<file path="config.mk">
export PLATFORM = sky130hd
export DESIGN_NAME = bist_ctrl_s641
export DESIGN_NICKNAME = d
export VERILOG_FILES = /design/src/rtl/bist_ctrl_s641.sv
export SDC_FILE = /design/constraint.sdc
export NUM_CORES = 1
export LEC_CHECK = 0
export CELL_PAD_IN_SITES_DETAIL_PLACEMENT = 2
export CELL_PAD_IN_SITES_GLOBAL_PLACEMENT = 2
export CORE_UTILIZATION = 36
export DETAILED_ROUTE_END_ITERATION = 8
export DONT_BUFFER_PORTS = 1
export GPL_TIMING_DRIVEN = 1
export HOLD_SLACK_MARGIN = 0.15
export PLACE_DENSITY_LB_ADDON = 0.12
export SYNTH_ARGS = -nofsm -noshare
export SYNTH_HDL_FRONTEND = slang
export SYNTH_SLANG_ARGS = --single-unit
</file>
<file path="constraint.sdc">
create_clock -name CK -period 4.2 [get_ports CK]
set_input_delay 1.26 -clock CK [delete_from_list [all_inputs] [get_ports CK]]
set_output_delay 1.26 -clock CK [all_outputs]
set_load 0.05 [all_outputs]
</file>
<file path="src/rtl/bist_ctrl_s641.sv">
// Built-in self-test controller and input-sharing mux for the s641 core.
// In IDLE the functional inputs pass straight through to the core. START
// hands the core to the controller: FLUSH_VEC is held for FLUSH_CYCLES
// cycles, then NUM_PATTERNS LFSR vectors are applied while the core outputs
// are compacted into a MISR. DONE then reports the signature and a compare
// against GOLDEN.
//
// Ports:
//   CK        in   1      clock, rising edge
//   RST       in   1      synchronous active-high reset
//   START     in   1      level-sampled test request
//   ABORT     in   1      cancel test, return to IDLE
//   FUNC_PI   in   IN_W   functional input vector
//   PI_O      out  IN_W   vector driven to the core inputs (combinational mux)
//   PO_I      in   OUT_W  core outputs
//   GOLDEN    in   OUT_W  expected signature, static during test
//   BUSY      out  1      high in FLUSH or RUN
//   DONE      out  1      high in DONE state
//   PASS      out  1      SIGNATURE==GOLDEN while DONE, else 0
//   SIGNATURE out  OUT_W  current MISR contents
module bist_ctrl_s641 #(
    parameter int unsigned     IN_W         = 35,
    parameter int unsigned     OUT_W        = 24,
    parameter int unsigned     NUM_PATTERNS = 256,
    parameter int unsigned     FLUSH_CYCLES = 8,
    parameter logic [IN_W-1:0] FLUSH_VEC    = '0,
    parameter logic [IN_W-1:0] SEED         = IN_W'(1)
) (
    input  logic             CK,
    input  logic             RST,
    input  logic             START,
    input  logic             ABORT,
    input  logic [IN_W-1:0]  FUNC_PI,
    output logic [IN_W-1:0]  PI_O,
    input  logic [OUT_W-1:0] PO_I,
    input  logic [OUT_W-1:0] GOLDEN,
    output logic             BUSY,
    output logic             DONE,
    output logic             PASS,
    output logic [OUT_W-1:0] SIGNATURE
);

    localparam int unsigned CNT_MAX = (NUM_PATTERNS > FLUSH_CYCLES) ? NUM_PATTERNS : FLUSH_CYCLES;
    localparam int unsigned CNT_W   = (CNT_MAX > 1) ? $clog2(CNT_MAX) : 1;

    // An all-zero seed would lock the LFSR, so it is replaced by 1.
    localparam logic [IN_W-1:0] SEED_EFF = (SEED == '0) ? IN_W'(1) : SEED;

    typedef enum logic [1:0] {
        ST_IDLE  = 2'd0,
        ST_FLUSH = 2'd1,
        ST_RUN   = 2'd2,
        ST_DONE  = 2'd3
    } state_t;

    state_t             state_q, state_d;
    logic [IN_W-1:0]    lfsr_q,  lfsr_d;
    logic [OUT_W-1:0]   misr_q,  misr_d;
    logic [CNT_W-1:0]   cnt_q,   cnt_d;

    logic [IN_W-1:0]    lfsr_step;
    logic [OUT_W-1:0]   misr_step;

    // x^35 + x^33 + 1 Fibonacci LFSR; MISR feedback from taps 23/22/21/16.
    assign lfsr_step = {lfsr_q[IN_W-2:0], lfsr_q[IN_W-1] ^ lfsr_q[IN_W-3]};
    assign misr_step = {misr_q[OUT_W-2:0],
                        misr_q[OUT_W-1] ^ misr_q[OUT_W-2] ^ misr_q[OUT_W-3] ^ misr_q[OUT_W-8]}
                       ^ PO_I;

    // State and datapath registers.
    always_ff @(posedge CK) begin
        if (RST) begin
            state_q <= ST_IDLE;
            lfsr_q  <= IN_W'(1);
            misr_q  <= '0;
            cnt_q   <= '0;
        end else begin
            state_q <= state_d;
            lfsr_q  <= lfsr_d;
            misr_q  <= misr_d;
            cnt_q   <= cnt_d;
        end
    end

    // Next-state and datapath update; ABORT wins over START in every busy/done state.
    always_comb begin
        state_d = state_q;
        lfsr_d  = lfsr_q;
        misr_d  = misr_q;
        cnt_d   = cnt_q;

        unique case (state_q)
            ST_IDLE, ST_DONE: begin
                if (ABORT && state_q == ST_DONE) begin
                    state_d = ST_IDLE;
                end else if (START && !ABORT) begin
                    state_d = ST_FLUSH;
                    cnt_d   = CNT_W'(FLUSH_CYCLES - 1);
                    lfsr_d  = SEED_EFF;
                    misr_d  = '0;
                end
            end
            ST_FLUSH: begin
                if (ABORT) begin
                    state_d = ST_IDLE;
                end else if (cnt_q == '0) begin
                    state_d = ST_RUN;
                    cnt_d   = CNT_W'(NUM_PATTERNS - 1);
                end else begin
                    cnt_d   = cnt_q - CNT_W'(1);
                end
            end
            ST_RUN: begin
                if (ABORT) begin
                    state_d = ST_IDLE;
                end else begin
                    // Absorb this cycle's core response, including the last pattern.
                    lfsr_d = lfsr_step;
                    misr_d = misr_step;
                    if (cnt_q == '0) begin
                        state_d = ST_DONE;
                    end else begin
                        cnt_d   = cnt_q - CNT_W'(1);
                    end
                end
            end
            default: state_d = ST_IDLE;
        endcase
    end

    // Core input mux and Moore status decode.
    always_comb begin
        PI_O = FUNC_PI;
        unique case (state_q)
            ST_FLUSH: PI_O = FLUSH_VEC;
            ST_RUN:   PI_O = lfsr_q;
            default:  PI_O = FUNC_PI;
        endcase
    end

    assign BUSY      = (state_q == ST_FLUSH) || (state_q == ST_RUN);
    assign DONE      = (state_q == ST_DONE);
    assign PASS      = (state_q == ST_DONE) && (misr_q == GOLDEN);
    assign SIGNATURE = misr_q;

endmodule

</file>
Yosys cells after proc, flatten, opt, wreduce, memory -nomap -nowiden:

Index checks and enable logic that the tools add are counted.

* bits in registers: 69
* bits of input ports: 87
* output and inout port bits: 62
* logic and storage cells: 57

* $add $sub $neg: 1
* equal/unequal tests: 12
* muxes and demuxes: 23
* bitwise operators: 5
* reductions and logical operators: 12

Operators with widths (number)
* $pmux 35 s2: 2
* $mux 35: 3
* $mux 24: 3
* $mux 8: 6
* $pmux 24 s2: 1
* $eq 24x24->1: 1
* $pmux 8 s3: 1
* $xor 24x24->24: 1
* $mux 2: 6
* $ne 2x2->1 const B: 5
* $ne 3x3->1 const B: 3
* $logic_not 8->1: 1
* $sub 8x1->8 const B: 1
* $pmux 2 s3: 1
* $reduce_and 5->1: 1
* $eq 2x2->1 const B: 2
* $reduce_and 4->1: 1
* $xor 1x1->1: 4
* $logic_and 1x1->1: 3
* $reduce_and 3->1: 1
* $eq 2x1->1 const B: 1
* $logic_not 2->1: 1
* $reduce_bool 2->1: 1
* $reduce_or 2->1: 1
* other kinds (2): 2

Logic depth before layout (Yosys ltp):

Gate-level depths: netlist of run 1.

* word-level depth: 6
* mapped depth: 10
* mapped depth without buffers: 6

Least setup slack after synthesis of run 1:

Ideal clock, no wire load.

* kind: input to output
* start: in GOLDEN[20]
* end: out PASS
* data arrival time: 3.289 ns
* required time: 2.940 ns
* path slack: -0.349 ns
* stages on the path: 4
* path through: xor2_1 nor4_1 nand3_1 nor4_1

* cells in the longest elaborated chain, start to end: 2

RTL lines
* start: declaration: RTL line 36 `input logic [OUT_W-1:0] GOLDEN,`
* $eq 24x24->1: RTL line 143 `assign PASS = (state_q == ST_DONE) && (misr_q == GOLDEN);`
* $logic_and 1x1->1: RTL line 143
* end: declaration: RTL line 39 `output logic PASS,`

Every way passes these cells.

Worst setup path in the final report of run 1:

Ends and elaborated chain as after synthesis.

==> results of run 1 <==
## final cells by class
type / count / area (um^2)
fill: 1249 / 5912
multi-input combinational: 413 / 2297
sequential: 69 / 1381
timing repair buffer: 47 / 365.4
tap: 136 / 170.2
clock buffer: 15 / 166.4
inverter: 7 / 26.28
clock inverter: 1 / 5.005
## report_power, final
group	total, mW	switching [mW]	internal, mW
clock network	0.501	0.254	0.247
registers	0.693	0.0236	0.669
logic	0.861	0.618	0.243
total	2.06	0.895	1.16
## through the flow
step	hold WS [ns]	total power [mW]
2_1_floorplan	0.4498	1.339
3_3_place_gp	0.4524	1.541
3_5_place_dp	0.4610	1.573
4_1_cts	0.4715	2.084
5_1_grt	0.4996	2.169
6_report	0.4709	2.055
## cells by family after synthesis
kind of cell | share of synthesized area [%]
AOI/OAI and AO/OA | 18.36
xor gates and xnor gates | 12.23
adders and majority gates | 1.305
buffers and inverters | 4.794
DFF | 36.01
muxes | 0.2609
and+or+nand+nor | 27.04
## worst reg2reg max path, stage by stage, from the launching register on
cell	delay, ns
dfxtp_1	0.40
inv_1	0.10
ha_4	0.77
mux2i_1	0.42
or2_2	0.93
nand2_1	0.22
a21oi_1	0.21
## cell usage in the layout (no fill, tap or decap), types with 2 or more instances in the layout
master,Yosys,layout
nand3_1,61,61
and3_1,2,2
o21ai_0,38,3
nor2_1,8,7
nor3b_1,3,3
nor3_1,4,4
or2_2,2,2
nand2_1,137,137
o211ai_1,3,3
or4_1,3,3
buf_4,0,46
o21ai_1,0,35
xor2_1,39,39
a22o_1,3,3
dfxtp_1,69,69
xnor2_1,12,12
o41ai_1,3,3
ha_1,4,3
clkbuf_1,37,4
nor4_1,5,4
clkbuf_8,0,11
a21oi_1,60,60
a31o_2,2,2
a21o_1,3,3
nor4_2,1,2
nand4_1,2,2
inv_1,7,7
## sequential cells by signal, summed over array words and instances, names as in the netlist
register	count
lfsr_q	35
SIGNATURE	24
state_q	2
cnt_q	8
## layer usage
layer | GRT usage, % | wire (um) | part of all wire [%]
met1 | 26.97 | 5300 | 43
met2 | 38.16 | 6185 | 50
met3 | 4.886 | 608 | 5.0
met4 | 8.249 | 164 | 1.3
met5 | 0 | 0 | 0
## final timing paths
check / startpoint / endpoint / slack, ns
setup / recovery: GOLDEN[20] / PASS / 0.54
hold / removal: lfsr_q[18]$_SDFFE_PP0P_ / lfsr_q[18]$_SDFFE_PP0P_ / 0.47
setup reg to reg: state_q[0]$_SDFFE_PP0P_ / lfsr_q[21]$_SDFFE_PP0P_ / 1.08
hold reg to reg: lfsr_q[18]$_SDFFE_PP0P_ / lfsr_q[18]$_SDFFE_PP0P_ / 0.47
==> impl_metrics.yaml, run 1 <==
layout:
  drive_gt1_share_pct: 12.68
  fin_nets: 638
  area_growth_pct: 15.00
  design_area_mm2: 0.004412
  layout.cells.non_filler: 688
  antennaDiodeCount: 0
  fin_util_pct: 42.73
detailed_routing:
  ant_nets: 0
  drc: 0
  drtPass1Iterations: 4
  drtIter0Drc: 128
  drt_wl_total_um: 12260
  wl_per_cell_um: 17.82
  vias: 3782
  vias_per_cell: 5.497
timing:
  drv_slew: 0
  period_share_pct: 87.17
  fin_tns_setup_ns: 0
  clock-skew-final_ns: 0.01096
  grt_setup_unrepaired: "false"
  finalSetupViolations: 0
  relSlewSlack_pct: 22.48
  setup_slack_ns: 0.5389
  finalHoldViolCount: 0
  worst_pin_slew_ns: 1.163
  fmax_mhz: 273.1
  min_period_ns: 3.661
critical_path:
  crit_slowest_cell: "nor4_1"
  path_buf_inv: 1
  path_class: "in -> out"
  rr_worst_depth: 6
  arrival_ns: 2.40
  cp_slowest_stage_delay_ns: 0.36
  crit_required_ns: 2.94
  start_kind: "input pin"
  cp_max_fo: 1
  crit_path_cell_trace: "xor2_1 > nor4_1 > nand3_1 > nor4_2 > buf_4"
  endpoint_kind: "output port"
  cp_num_cells: 5
  crit_family: "simple AND/OR/NAND/NOR gates"
cts:
  ctsRootBufferMaster: "clkbuf_8"
  numCtsBuffers: 9
  cts_tree: "done"
  holdBufCountCts: 0
  clk_path_buf_depth: 2
  cts_resized: 0
  htreeDepth: 3
  cts.sinks: 69
  post_cts_buffers: 0
  path_clk_slew_ns: 0.07
  clk_latency_ns: 0.35
yosys:
  synth-seq-area-share_pct: 36.01
  synthFlopType: "dfxtp_1"
  netlist_top_cells_area: "dfxtp_1, nand2_1, xor2_1"
  synth_common_cells: "nand2_1, dfxtp_1, nand3_1, a21oi_1, xor2_1"
  yosysTopAreaCell: "dfxtp_1"
  synthesis.nets: 621
  yosys_warnings: 0
  ys_ff_latch: 69
  synth_area_per_cell_um2: 7.238
  synthArstFlopShare_pct: 0
  synth_edf_count: 0
  ys_types: 44
  synth_area_mm2: 0.003836
  netlist.area_leader.share_pct: 36.01
  synth_most_common_cell: "nand2_1"
  synthCells: 530
power:
  ir_drop_mv: 0.1623
  powerDensity_mw_per_mm2: 465.9
  p_leak_nw: 1.645
hold_path:
  whs_path_depth: 2
  hold_class: "reg -> reg"
place:
  place_congestion: 0.7562
  hpwl_um: 8297
  io_buffers: 0
  dp.cells: 672
  placed_cell_area_mm2: 0.004240
  dpl_worst_slack_ns: 0.5302
global_route:
  grt_pass1_vias: 3871
  grt_overflow: 0
  grtUsageTotal_pct: 22.18
  antenna_found_initial: 0
  grt_start_max_net_pins: 101
  grt_pass1_wl_um: 19560
floorplan:
  initial_core_util_pct: 37.16
  core_area_mm2: 0.01032
  fp-row-count: 37
  pin_count: 149
  die_w_um: 105.2
  die_y_um: 105.2
  die_area_mm2: 0.01107
outcome:
  status: "completed"
flow_run:
  cap_viol_max_count: 0
Power figures use the tool's default switching activity.
==> run 2, diff against run 1 <==
--- a/config.mk
+++ b/config.mk
@@ -7,6 +7,7 @@
 export LEC_CHECK = 0
 export CELL_PAD_IN_SITES_DETAIL_PLACEMENT = 2
 export CELL_PAD_IN_SITES_GLOBAL_PLACEMENT = 2
+export CORE_MARGIN = 5
 export CORE_UTILIZATION = 36
 export DETAILED_ROUTE_END_ITERATION = 8
 export DONT_BUFFER_PORTS = 1
==> run 2 against run 1 <==
  * Utilization up 0.30 points
  * Wire length up 3.2%
  * First-iteration DRC count up 0.78%
  * Worst setup slack better by 0.056 ns
  * Final area up 1.2%
  * Die area up 16%
  * Worst hold slack better by 0.0056 ns
  * Sequential share of layout area down 0.36 points
  * Critical path type unchanged
  * Maximum frequency up 1.6%
  * Largest cell class unchanged
  * Register-to-register slack better by 0.04 ns
==> impl_metrics.yaml, run 2 (synthesis gave the netlist of run 1 again) <==
outcome:
  status: "completed"
place:
  dpl_worst_slack_ns: 0.5648
  place_congestion: 0.7778
  io_buffers: 0
  hpwl_um: 8918
  placed_cell_area_mm2: 0.004263
  dp.cells: 675
timing:
  fin_tns_setup_ns: 0
  holdWs_ns: 0.4765
  fmax_mhz: 277.4
  finalSetupViolations: 0
  grt_setup_unrepaired: "false"
  relSlewSlack_pct: 30.93
  period_share_pct: 85.83
  setup_slack_ns: 0.5951
  clock-skew-final_ns: 0.01610
  worst_pin_slew_ns: 1.036
  drv_slew: 0
  min_period_ns: 3.605
  finalHoldViolCount: 0
cts:
  cts_resized: 0
  htreeDepth: 3
  post_cts_buffers: 0
  clk_path_buf_depth: 2
  cts_tree: "done"
  numCtsBuffers: 9
  holdBufCountCts: 0
  cts.sinks: 69
  path_clk_slew_ns: 0.08
  clk_latency_ns: 0.35
  ctsRootBufferMaster: "clkbuf_8"
layout:
  fill_cells: 1239
  drive_gt1_share_pct: 13.87
  largest_reg_flops: 35
  area_growth_pct: 16.34
  final_cell_mix: "nand2_1, dfxtp_1, nand3_1"
  layout.cells.non_filler: 691
  seqCellArea_mm2: 0.001381
  final_common_cell: "nand2_1"
  fin_util_pct: 43.04
  top_register: "lfsr_q"
  multiInputGateArea_mm2: 0.002297
  antennaDiodeCount: 0
  fin_nets: 641
  design_area_mm2: 0.004463
critical_path:
  crit_path_cell_trace: "xor2_1 > nor4_1 > nand3_1 > nor4_2 > buf_4"
  endpoint_kind: "output port"
  cp_max_fo: 1
  cp_slowest_stage_delay_ns: 0.31
  crit_required_ns: 2.94
  crit_slowest_cell: "nor4_1"
  crit_family: "simple AND/OR/NAND/NOR gates"
  arrival_ns: 2.34
  rr_worst_depth: 7
  path_buf_inv: 1
  start_kind: "input pin"
  path_class: "in -> out"
  cp_num_cells: 5
global_route:
  grt_start_max_net_pins: 101
  grt_pass1_vias: 4068
  grt_pass1_wl_um: 20390
  antenna_found_initial: 0
  grt_overflow: 0
  grtUsageTotal_pct: 19.27
detailed_routing:
  drt_wl_total_um: 12650
  wl_per_cell_um: 18.31
  drtPass1Iterations: 5
  ant_nets: 0
  drtIter0Drc: 129
  vias: 3810
  drc: 0
  vias_per_cell: 5.514
floorplan:
  die_area_mm2: 0.01282
  pin_count: 149
  initial_core_util_pct: 36.99
  fp-row-count: 37
  die_y_um: 113.2
  core_area_mm2: 0.01037
  die_w_um: 113.2
power:
  powerDensity_mw_per_mm2: 473.9
  power_mw: 2.115
  ir_drop_mv: 0.1857
  p_leak_nw: 1.667
hold_path:
  whs_path_depth: 2
  hold_class: "reg -> reg"
flow_run:
  cap_viol_max_count: 0
run 2: cell type report:
class                   count  area share [%]
clock buffers              10           3.084
clock inverters             6           1.402
multi-input cells         413           51.47
well taps                 136           3.813
inverters                   7          0.5887
flip-flops and latches     69           30.95
repair buffers             50           8.691
run 2: where the power goes:
group | switching (mW) | internal, mW
combinational | 0.617 | 0.245
sequential | 0.0226 | 0.669
clock | 0.272 | 0.288
total | 0.912 | 1.20
run 2: final timing paths:
kind / startpoint / to / slack, ns
setup / recovery: GOLDEN[20] / PASS / 0.60
hold / removal: lfsr_q[28]$_SDFFE_PP0P_ / lfsr_q[28]$_SDFFE_PP0P_ / 0.48
setup reg to reg: state_q[0]$_SDFFE_PP0P_ / lfsr_q[6]$_SDFFE_PP0P_ / 1.12
hold reg to reg: lfsr_q[28]$_SDFFE_PP0P_ / lfsr_q[28]$_SDFFE_PP0P_ / 0.48
run 2: worst reg2reg max path, stage by stage, from the launching register on:
cell and delay [ns]:
dfxtp_1 0.41, inv_1 0.11, ha_4 0.78, mux2i_1 0.40, or2_2 0.53, buf_4 0.45
nand2_1 0.11, a21oi_1 0.20
run 2: layer usage:
metal	vias to the layer above	global-route usage (%)	routed length, um
met5	-	0	0
met4	0	5.449	82
met3	7	4.492	715
met2	95	35.15	6647
met1	1863	22.41	5206
li1	1845	-	-
